### src/rtl/pitch_pkg.sv
// Shared widths, saturation limits and sample types for the pitch error path.
package pitch_pkg;
  localparam int PTCH_W  = 16;
  localparam int ERR_W   = 10;
  localparam int DDIFF_W = 6;
  localparam int INTEG_W = 18;

  localparam int ERR_MAX   = 511;
  localparam int ERR_MIN   = -512;
  localparam int DDIFF_MAX = 31;
  localparam int DDIFF_MIN = -32;
  localparam int INTEG_MAX = 131071;
  localparam int INTEG_MIN = -131072;

  typedef logic signed [PTCH_W-1:0] ptch_t;
  typedef logic signed [ERR_W-1:0]  err_t;
endpackage

### src/rtl/sat_signed.sv
// Generic two's-complement saturator: narrows IN_W bits to OUT_W bits, clipping to the
// most negative / most positive representable output value.
module sat_signed #(
  parameter int IN_W  = 16,
  parameter int OUT_W = 10
) (
  input  logic signed [IN_W-1:0]  in_i,
  output logic signed [OUT_W-1:0] out_o
);
  // The value fits when every bit above the output sign bit matches that sign bit.
  logic [IN_W-OUT_W:0] top_bits;

  always_comb begin
    top_bits = in_i[IN_W-1:OUT_W-1];
    if ((&top_bits) || !(|top_bits)) begin
      out_o = in_i[OUT_W-1:0];
    end else if (in_i[IN_W-1]) begin
      out_o = {1'b1, {(OUT_W-1){1'b0}}};
    end else begin
      out_o = {1'b0, {(OUT_W-1){1'b1}}};
    end
  end
endmodule

### src/rtl/ptch_err_proc.sv
// Pitch error conditioning: saturated error, derivative against a circular history queue,
// and (with macro PTCH_INTEG_EN defined) a saturating integrator output ptch_integ.
module ptch_err_proc
  import pitch_pkg::*;
#(
  parameter int D_QUEUE_DEPTH = 4
) (
  input  logic                      clk,
  input  logic                      rst,
  input  ptch_t                     ptch,
  input  logic                      vld,
  input  logic                      clr,
  output err_t                      ptch_err_sat,
  output logic signed [DDIFF_W-1:0] ptch_D_diff,
  output logic                      out_vld,
`ifdef PTCH_INTEG_EN
  output logic signed [INTEG_W-1:0] ptch_integ,
`endif
  output logic                      q_full
);
  // vld is a one-cycle strobe with no back-pressure: each sample accepted (vld & !clr)
  // yields exactly one out_vld pulse on the following edge; clr wins over vld.
  localparam int PTR_W  = (D_QUEUE_DEPTH > 1) ? $clog2(D_QUEUE_DEPTH) : 1;
  localparam int FILL_W = $clog2(D_QUEUE_DEPTH + 1);

  err_t                      q_mem_q [D_QUEUE_DEPTH];
  err_t                      q_mem_d [D_QUEUE_DEPTH];
  logic [PTR_W-1:0]          rd_ptr_q, rd_ptr_d;
  logic [FILL_W-1:0]         fill_q, fill_d;
  err_t                      err_q, err_d;
  logic signed [DDIFF_W-1:0] ddiff_q, ddiff_d;
  logic                      out_vld_q, out_vld_d;
  err_t                      sat_new, oldest;
  logic signed [ERR_W:0]     diff_raw;
  logic signed [DDIFF_W-1:0] diff_sat;

  sat_signed #(.IN_W(PTCH_W), .OUT_W(ERR_W)) u_sat_err (.in_i(ptch), .out_o(sat_new));

  // One extra bit makes the difference of two 10-bit values exact.
  assign oldest   = q_mem_q[rd_ptr_q];
  assign diff_raw = {sat_new[ERR_W-1], sat_new} - {oldest[ERR_W-1], oldest};

  sat_signed #(.IN_W(ERR_W+1), .OUT_W(DDIFF_W)) u_sat_diff (.in_i(diff_raw), .out_o(diff_sat));

  always_comb begin
    q_mem_d   = q_mem_q;
    rd_ptr_d  = rd_ptr_q;
    fill_d    = fill_q;
    err_d     = err_q;
    ddiff_d   = ddiff_q;
    out_vld_d = 1'b0;
    if (clr) begin
      for (int i = 0; i < D_QUEUE_DEPTH; i++) q_mem_d[i] = '0;
      rd_ptr_d = '0;
      fill_d   = '0;
    end else if (vld) begin
      q_mem_d[rd_ptr_q] = sat_new;
      rd_ptr_d  = (rd_ptr_q == PTR_W'(D_QUEUE_DEPTH - 1)) ? '0 : rd_ptr_q + 1'b1;
      if (fill_q != FILL_W'(D_QUEUE_DEPTH)) fill_d = fill_q + 1'b1;
      err_d     = sat_new;
      ddiff_d   = diff_sat;
      out_vld_d = 1'b1;
    end
  end

  always_ff @(posedge clk or posedge rst) begin
    if (rst) begin
      for (int i = 0; i < D_QUEUE_DEPTH; i++) q_mem_q[i] <= '0;
      rd_ptr_q  <= '0;
      fill_q    <= '0;
      err_q     <= '0;
      ddiff_q   <= '0;
      out_vld_q <= 1'b0;
    end else begin
      q_mem_q   <= q_mem_d;
      rd_ptr_q  <= rd_ptr_d;
      fill_q    <= fill_d;
      err_q     <= err_d;
      ddiff_q   <= ddiff_d;
      out_vld_q <= out_vld_d;
    end
  end

  assign ptch_err_sat = err_q;
  assign ptch_D_diff  = ddiff_q;
  assign out_vld      = out_vld_q;
  assign q_full       = (fill_q == FILL_W'(D_QUEUE_DEPTH));

`ifdef PTCH_INTEG_EN
  logic signed [INTEG_W-1:0] integ_q, integ_d, integ_sat;
  logic signed [INTEG_W:0]   integ_sum;

  assign integ_sum = {integ_q[INTEG_W-1], integ_q}
                   + {{(INTEG_W+1-ERR_W){sat_new[ERR_W-1]}}, sat_new};

  sat_signed #(.IN_W(INTEG_W+1), .OUT_W(INTEG_W)) u_sat_integ (.in_i(integ_sum), .out_o(integ_sat));

  always_comb begin
    integ_d = integ_q;
    if (clr)      integ_d = '0;
    else if (vld) integ_d = integ_sat;
  end

  always_ff @(posedge clk or posedge rst) begin
    if (rst) integ_q <= '0;
    else     integ_q <= integ_d;
  end

  assign ptch_integ = integ_q;
`endif
endmodule

### config.mk
export PLATFORM = sky130hd
export DESIGN_NAME = ptch_err_proc
export DESIGN_NICKNAME = d
export VERILOG_FILES = /design/src/rtl/pitch_pkg.sv /design/src/rtl/sat_signed.sv /design/src/rtl/ptch_err_proc.sv
export SDC_FILE = /design/constraint.sdc
export NUM_CORES = 1
export LEC_CHECK = 0
export ABC_AREA = 1
export BUFFER_PORTS_ARGS = -buffer_cell sky130_fd_sc_hd__buf_2
export CORE_ASPECT_RATIO = 0.8
export CORE_MARGIN = 2
export CORE_UTILIZATION = 30
export CTS_CLUSTER_DIAMETER = 200
export DETAILED_ROUTE_END_ITERATION = 10
export GPL_ROUTABILITY_DRIVEN = 0
export PLACE_DENSITY = 0.57
export SLEW_MARGIN = 15
export SYNTH_ARGS = -nofsm -noshare
export SYNTH_HDL_FRONTEND = slang
export SYNTH_SLANG_ARGS = --single-unit
### constraint.sdc
create_clock -name clk -period 3.6 [get_ports clk]
set_clock_uncertainty 0.05 [all_clocks]
set_input_delay 0.72 -clock clk [delete_from_list [all_inputs] [get_ports clk]]
set_output_delay 0.72 -clock clk [all_outputs]
set_load 0.02 [all_outputs]
==> metrics, run 1 <==
final hold viol count=0; largest net degree at the start of global routing=52; minimum clock period=roughly 3 ns; DP Wirelength=7460 µm; CTS Sinks=62; CP max stage delay=0.22 ns; die footprint=~0.013 mm²; CP startpoint kind=input port; setup TNS=0 ns; Bufs and invs on worst path=5; Routed WL per cell=roughly 15 µm; number of remaining DRC errors=0; crit end category=flip-flop; most frequent cells in the layout=nand2_1, inv_1, dfrtp_1; Fillers=1,247; TritonCTS Buffers=9; Top Family by Delay on Critical Path=simple AND/OR/NAND/NOR gates; Crit path required time=about 3.8 ns; cell area after synthesis=0.00371 mm²; fin nets=570; number of max-cap violations=0; number of global-route vias before repair=between 3k and 4k; pwr/cell area=539 mW/mm²; synthesized instance count=between 400 and 500; grt total ovfl=0; slowest stage cell on the critical path=a21oi_1; sequential area share after synthesis=41.8%; Pre-antenna DRT Iters=6; Routed Antenna Nets=0; worst hold slack=approximately 0.42 ns; Die H=roughly 100 µm; Leak Pwr=between 0.002 and 0.0025 µW; Fmax=roughly 0.33 GHz; H-tree levels=3; Syn Area/Cell=7.50 µm²; total I/O pin count=38; Setup Crit Path Kind=in2reg; Synth Warn #=0; crit-path most repeated cell=nand2_1; Worst Hold Class=reg2reg; routed vias=3,406; initial antenna violation count=0; hold-fix buffer count after cts=0; vias per inst=a little under 5; Worst-Skew Late Latency=0.33 ns; GR Util All Layers=17.0%; Stages on worst setup path=22; RSZ-0062 raised after global routing=false; clock root buffer master=clkbuf_16; Area growth syn-to-layout=19.8%; post-synth cell types=32; Rows=36; effective utilization at floorplan=30.6%; relative slew slack=35.9%; ant diodes=0; Slew Limit Fails=0; Synth Register Bits=62; number of flops mapped to enable cells by yosys=0; core area=around 0.012 mm²; CTS tree=built; cell chain of the critical path=buf_2 > nor3_1 > nand2_1 > nand3_1 > inv_1 > a21oi_1 > inv_1 > ha_1 > inv_1 > ha_1 > inv_1 > nand2_1 > nand3_1 > nand2_1 > nand2_1 > nand2_1 > nand2_1 > nor2_1 > nand2_1 > nand2_2 > nand2_1 > a21oi_1; peak supply drop=between 0.0002 and 0.00025 V; Critical path destination=ptch_D_diff[4]; top_reg_cell synth=dfrtp_1; drt total wl=10,200 µm; syn_nets=527; Tcrit/Tclk final=roughly 84%; Final Setup Violations=0; Clock Tree Buf Depth=2; clock slew seen by the registers of the worst setup and hold paths=0.06 ns; asr flop ratio synth=100%; Reg2Reg Setup Slack=0.58 ns; Worst Path Max Fanout=6; Critical Path Start=ptch[15]; depth of the worst register-to-register path=19; Die W=about 130 µm; reg2reg end=ptch_D_diff[3]; most common cell after layout, fill and taps aside=nand2_1; outcome=finished clean; first-pass GRT wire length=between 15,000 and 20,000 µm; r2r startpoint=rd_ptr_q[0]; # port buffers=37; Critical Path AT=3.24 ns; Tightest Pin Transition=0.956 ns; drt initial violations=289; share of post-route cells with drive strength above 1=17.9%
==> layout make-up <==
type	count	area [µm²]	share of cell area (%)
clock buffers	9	225	5.07
inverters	87	328	7.38
repair buffers	47	260	5.86
multi-input cells	330	1740	39.1
flip-flops and latches	62	1550	35.0
clock inverters	7	146	3.30
well taps	152	190	4.28
==> flip-flops by register name, summed over array words and instances, names as in the netlist <==
name and flops:
q_mem_q 40, ptch_err_sat 10, ptch_D_diff 6, fill_q 3, rd_ptr_q 2, out_vld 1
==> metrics by stage <==
stage	instances	power [µW]	area, µm²	utilization [%]	worst slack (ns)
final	694	2390	4440	36.6	0.577
after global routing	694	2530	4440	36.6	0.249
after CTS	694	2420	4440	36.6	0.391
after detailed placement	678	1330	4070	33.6	0.246
after global placement	678	1320	4070	33.6	0.280
after floorplan	494	1170	3710	-	0.681
==> metal layers <==
layer | vias up | part of all wire, % | GRT usage, %
met5 | - | 0 | 0
met3 | 12 | 6.5 | 4.06
met4 | 0 | 1.3 | 5.07
li1 | 1685 | - | -
met1 | 1602 | 49 | 24.0
met2 | 107 | 43 | 25.9
==> synthesized netlist by cell type (2+ instances only) <==
cell type | instances | area (µm²)
buf_2 | 3 | 15.0
o21ai_1 | 6 | 30.0
o21ai_2 | 2 | 17.5
buf_6 | 3 | 33.8
a21oi_1 | 23 | 115
o22ai_1 | 40 | 250
o211ai_1 | 4 | 30.0
clkinv_1 | 2 | 7.51
nor2_2 | 4 | 25.0
o21ai_0 | 20 | 100
inv_2 | 2 | 7.51
xnor2_1 | 2 | 17.5
inv_1 | 83 | 312
clkbuf_1 | 7 | 26.3
nand3b_1 | 2 | 15.0
dfrtp_1 | 62 | 1550
nor2_1 | 29 | 109
nand4_1 | 6 | 37.5
a21boi_2 | 2 | 22.5
ha_1 | 13 | 163
nand3_1 | 26 | 130
xor2_1 | 2 | 17.5
nand2_1 | 125 | 469
nand3_2 | 5 | 50.1
nand2_2 | 14 | 87.6
==> report_power, final <==
group | leakage, µW | total (µW) | internal (µW) | switching [µW]
Clock | 0.000180 | 1070 | 749 | 323
Sequential | 0.000821 | 781 | 750 | 30.9
Combinational | 0.00119 | 542 | 176 | 366
Total | 0.00219 | 2390 | 1680 | 720
==> worst register-to-register path, cell delays in order, from the launching register on <==
cell      delay [ns]
dfrtp_2         0.58
buf_4           0.25
o211ai_1        0.17
nand2_1         0.11
nand3b_2        0.24
nand2_1         0.15
inv_1           0.06
ha_1            0.19
inv_1           0.05
nand2_1         0.13
nand2_2         0.11
nand2_2         0.07
nand2_2         0.08
nand2_1         0.05
nand2_1         0.07
nand2_1         0.07
nor2_1          0.08
nand3_1         0.12
a21oi_4         0.20
a21oi_1         0.09
==> worst min path at each step <==
stage	slack, ns	to	startpoint	depth (start not counted)
after floorplan	0.44	q_mem_q[39]	q_mem_q[39]	2
after global routing	0.45	ptch_err_sat[0]	ptch_err_sat[0]	2
after detailed placement	0.42	ptch_err_sat[6]	ptch_err_sat[6]	2
after CTS	0.43	ptch_err_sat[6]	ptch_err_sat[6]	2
after global placement	0.41	ptch_err_sat[2]	ptch_err_sat[2]	2
final	0.42	ptch_err_sat[2]	ptch_err_sat[2]	2
==> logic make-up (layout without fill, tap and decap cells) <==
| logic type | Yosys count | after routing | share of synthesized area [%] |
|---|---|---|---|
| simple gates | 214 | 214 | 25.6 |
| compound gates | 99 | 99 | 15.9 |
| flops | 62 | 62 | 41.8 |
| xor+xnor | 4 | 4 | 0.945 |
| buf+inv | 102 | 150 | 11.3 |
| fa+ha+maj | 13 | 13 | 4.39 |
==> what timing repair did <==
action / CTS / global route
resized for setup: 0 / 1
buffers inserted: 0 / 0
endpoints found under the setup margin: 0 / 5
(Power assumes the default switching activity.)
==> inputs of run 2 (changes only) <==
==> constraint.sdc (replaced) <==
create_clock -name clk -period 3.1 [get_ports clk]
set_clock_uncertainty 0.05 [all_clocks]
set_input_delay 0.62 -clock clk [delete_from_list [all_inputs] [get_ports clk]]
set_output_delay 0.62 -clock clk [all_outputs]
set_load 0.02 [all_outputs]
==> metrics, run 2 (same netlist as run 1, synthesis figures left out) <==
outcome=finished clean; die footprint=0.0133 mm²; pwr/cell area=554 mW/mm²; worst hold start=ptch_err_sat[9]; TritonCTS Buffers=9; Fillers=1,246; initial antenna violation count=0; core area=between 0.01 and 0.015 mm²; Tcrit/Tclk final=a little over 90%; GR Util All Layers=between 10% and 20%; CP max stage delay=0.51 ns; first-pass GRT wire length=about 17,000 µm; number of remaining DRC errors=0; Placed Area=~0.0042 mm²; setup ws final=0.245 ns; peak supply drop=0.000281 V; crit-path most repeated cell=nand2_1; Leak Pwr=0.00226 µW; Routed WL per cell=14.2 µm; register bank with the most flops=q_mem_q; WHS Path Cells=2; Finished Cell Area=0.00454 mm²; Setup Crit Path Kind=reg2reg; final hold viol count=0; clock slew seen by the registers of the worst setup and hold paths=roughly 0.05 ns; pre-CTS WS=-0.0811 ns; Tightest Pin Transition=0.976 ns; # port buffers=37; switching share of power=32.0%; max reg flops=40; Routed Antenna Nets=0; most common cell after layout, fill and taps aside=nand2_1; routed vias=around 3.4k; clock root buffer master=clkbuf_16; CTS tree=built; total I/O pin count=38; minimum clock period=2.85 ns; Final Setup Violations=0; RSZ-0062 raised after global routing=false; CP startpoint kind=flip-flop; number of global-route vias before repair=~3.3k; fin nets=591; Core Util, Final=between 30% and 40%; Crit path required time=about 3.3 ns; ant diodes=0; Clock Tree Buf Depth=2; switching pwr=around 800 µW; H-tree levels=3; Worst Hold Class=reg2reg; Critical Path AT=around 3 ns; Pre-antenna DRT Iters=5; multi-input logic area=0.00175 mm²; depth of the worst register-to-register path=19; Worst-Skew Late Latency=between 0.3 and 0.4 ns; vias per inst=4.80; largest net degree at the start of global routing=46; P_int=between 1500 and 2000 µW; worst hold slack=between 0.4 and 0.5 ns; Fmax=0.350 GHz; Die W=roughly 130 µm; cell chain of the critical path=buf_4 > o211ai_1 > nand2_1 > nand3b_2 > nand2_1 > inv_1 > ha_1 > inv_1 > nand2_1 > nand2_2 > nand2_2 > nand2_2 > nand2_1 > nand2_1 > nand2_1 > nor2_1 > nand3_1 > a21oi_4 > a21oi_1; number of max-cap violations=0; Slew Limit Fails=0; hold-fix buffer count after cts=0; most frequent cells in the layout=nand2_1, inv_1, dfrtp_1; Die H=103 µm; relative slew slack=34.8%; slowest stage cell on the critical path=dfrtp_2; effective utilization at floorplan=30.6%; Combinational Power Share=27.1%; Area growth syn-to-layout=22.4%; Rows=36; register share of total power=around 36%; DP Wirelength=approximately 7500 µm; clock network fraction of total power=36.9%; CTS Sinks=62; drt initial violations=261; Worst Path Max Fanout=12; Register Area=0.00155 mm²; Critical Path Start=rd_ptr_q[0]; crit end category=flip-flop; share of post-route cells with drive strength above 1=21.0%; r2r startpoint=rd_ptr_q[0]; drt total wl=slightly above 10,000 µm; grt total ovfl=0
==> run 2: cell count changes in the layout (fill, tap and decap cells not counted), moves of 2 or more <==
cell / previous run / this run
buf_12: 0 / 2
clkbuf_8: 0 / 3
bufinv_16: 4 / 0
buf_4: 10 / 29
clkinv_4: 3 / 0
==> run 2: worst max-delay path, delay by kind of cell, from the launching register on <==
family	cells	cell delay (ns)
buffers and inverters	3	0.30
and+or+nand+nor	12	1.24
AOI/OAI and AO/OA	3	0.45
DFF	1	0.51
adders and majority gates	1	0.18
==> run 2: final timing paths <==
check                                  end  slack, ns
max in group asynchronous       q_mem_q[3]       1.76
min in group asynchronous   ptch_D_diff[0]       0.47
setup reg to reg            ptch_D_diff[1]       0.25
hold / removal             ptch_err_sat[9]       0.42
setup / recovery            ptch_D_diff[1]       0.25
hold reg to reg            ptch_err_sat[9]       0.42
==> run 2: routing by layer <==
layer	global-route usage, %	wire length [µm]
met1	23.4	5200
met2	24.8	4240
met3	4.06	562
met4	4.65	143
met5	0	0
==> run 2: layout make-up <==
cell class,instances,share of cell area (%)
clock buffers,13,5.96
clock inverters,1,0.110
inverters,87,7.20
multi-input cells,330,38.6
flip-flops and latches,62,34.2
well taps,152,4.19
repair buffers,68,9.76
==> run 2: per-stage QoR <==
step,setup TNS (ns),std cells,total power [µW]
4_1_cts,0,713,2530
2_1_floorplan,0,494,1360
5_1_grt,0,713,2660
6_report,0,713,2510
3_3_place_gp,-0.282,699,1580
3_5_place_dp,-0.353,699,1590
==> run 2: repair_timing <==
item,CTS,global route
buffers inserted,0,0
hold endpoints to repair,0,0
setup endpoints to repair,0,5
gates resized for setup,0,4
==> run 2: power groups by stage <==
| stage | Sequential (µW) | Combinational (µW) | Clock (µW) |
|---|---|---|---|
| 6_report | 904 | 682 | 926 |
| 5_1_grt | 913 | 757 | 987 |
| 4_1_cts | 905 | 676 | 953 |
| 3_5_place_dp | 916 | 672 | 0 |
| 3_3_place_gp | 916 | 665 | 0 |
| 2_1_floorplan | 958 | 403 | 0 |
==> inputs of run 3 (changes only) <==
--- a/config.mk
+++ b/config.mk
@@ -6,7 +6,7 @@
 export NUM_CORES = 1
 export LEC_CHECK = 0
 export ABC_AREA = 1
-export BUFFER_PORTS_ARGS = -buffer_cell sky130_fd_sc_hd__buf_2
+export BUFFER_PORTS_ARGS = -buffer_cell sky130_fd_sc_hd__buf_4
 export CORE_ASPECT_RATIO = 0.8
 export CORE_MARGIN = 2
 export CORE_UTILIZATION = 30
==> metrics, run 3 (same netlist as run 1, synthesis figures left out) <==
die footprint=0.0133 mm²; ant diodes=0; pre-CTS WS=-0.195 ns; clock network fraction of total power=42.3%; number of remaining DRC errors=0; minimum clock period=2.87 ns; switching pwr=821 µW; Tcrit/Tclk final=92.7%; first-pass GRT wire length=around 17,000 µm; drt total wl=10,400 µm; most common cell after layout, fill and taps aside=nand2_1; Routed Antenna Nets=0; Worst Path Max Fanout=9; Crit path required time=~3.3 ns; Worst-Skew Late Latency=0.33 ns; Rows=36; register bank with the most flops=q_mem_q; number of global-route vias before repair=~3.4k; max reg flops=40; Final Setup Violations=0; TritonCTS Buffers=9; Area growth syn-to-layout=25.6%; routed vias=roughly 3.4k; Leak Pwr=around 0.0023 µW; cell chain of the critical path=buf_4 > o211ai_1 > nand2_1 > nand3b_2 > nand2_1 > inv_1 > ha_1 > inv_1 > nand2_2 > nand2_2 > nand2_2 > nand2_2 > nand2_1 > nand2_1 > nand2_1 > nor2_1 > nand3_1 > a21oi_4 > a21oi_1; setup ws final=0.227 ns; clock slew seen by the registers of the worst setup and hold paths=0.06 ns; slowest stage cell on the critical path=dfrtp_2; fin nets=583; DP Wirelength=7740 µm; grt total ovfl=0; Top Family by Delay on Critical Path=simple AND/OR/NAND/NOR gates; switching share of power=between 20 and 30%; Worst Hold Class=in2reg; effective utilization at floorplan=30.6%; CP startpoint kind=flip-flop; setup TNS=0 ns; vias per inst=between 4 and 5; CTS Sinks=62; CP max stage delay=0.49 ns; GR Util All Layers=16.7%; P_int=1960 µW; Die H=103 µm; Clock Tree Buf Depth=2; Fillers=1,263; Combinational Power Share=25.0%; CTS tree=built; Fmax=0.348 GHz; number of max-cap violations=0; register share of total power=about a third; Routed WL per cell=14.7 µm; most frequent cells in the layout=nand2_1, inv_1, dfrtp_1; crit-path most repeated cell=nand2_1; core area=0.0121 mm²; Critical Path AT=approximately 3.0 ns; crit end category=flip-flop; initial antenna violation count=0; relative slew slack=34.9%; H-tree levels=3; final hold viol count=0; Slew Limit Fails=0; drt initial violations=~170; total I/O pin count=38; Pre-antenna DRT Iters=5; Bufs and invs on worst path=3; clock root buffer master=clkbuf_16; # port buffers=37; pwr/cell area=596 mW/mm²; largest net degree at the start of global routing=47; Setup Crit Path Kind=reg2reg; Tightest Pin Transition=0.975 ns; Die W=128 µm; peak supply drop=between 0.0003 and 0.0004 V; outcome=finished clean; share of post-route cells with drive strength above 1=20.5%
run 3: path summary, 6_finish.rpt:
kind	slack (ns)	endpoint	cells after the start	from
max	0.23	ptch_D_diff[1]	19	rd_ptr_q[0]
min	0.42	fill_q[2]	2	clr
max reg2reg	0.23	ptch_D_diff[1]	19	rd_ptr_q[0]
min reg2reg	0.43	ptch_err_sat[2]	2	ptch_err_sat[2]
max in group asynchronous	1.81	q_mem_q[18]	3	rst
min in group asynchronous	0.48	q_mem_q[25]	2	rst
run 3: through the flow:
step | utilization [%] | cells | total power (µW) | hold WS [ns] | area, µm²
floorplan | - | 494 | 1360 | 0.437 | 3710
global placement | 35.3 | 691 | 1590 | 0.420 | 4280
detailed placement | 35.3 | 691 | 1600 | 0.425 | 4280
CTS | 38.2 | 707 | 2800 | 0.412 | 4630
global route | 38.4 | 707 | 2930 | 0.420 | 4660
finish | 38.4 | 707 | 2780 | 0.421 | 4660
run 3: power groups by stage:
| stage | Clock, µW | Sequential (µW) | Combinational (µW) |
|---|---|---|---|
| 2_1_floorplan | 0 | 958 | 403 |
| 3_3_place_gp | 0 | 920 | 673 |
| 3_5_place_dp | 0 | 921 | 681 |
| 4_1_cts | 1200 | 909 | 685 |
| 5_1_grt | 1250 | 915 | 768 |
| 6_report | 1170 | 909 | 694 |
run 3: final cells by class:
cell class | instances | area, µm² | area share (%)
Multi-Input combinational cell | 330 | 1760 | 37.8
Sequential cell | 62 | 1550 | 33.4
Timing Repair Buffer | 60 | 475 | 10.2
Inverter | 87 | 327 | 7.01
Clock buffer | 13 | 260 | 5.59
Tap cell | 152 | 190 | 4.08
Clock inverter | 3 | 90.1 | 1.93
run 3: what timing repair did:
item                                    in CTS  in global routing
gates resized for setup                      0                  7
hold buffers                                 0                  0
endpoints found under the setup margin       0                  5
setup buffers                                0                  0
hold endpoints to repair                     0                  0
run 3: layer usage:
layer	GRT usage, %	wire, µm
met1	23.3	5120
met2	25.7	4530
met3	4.27	642
met4	4.73	119
met5	0	0
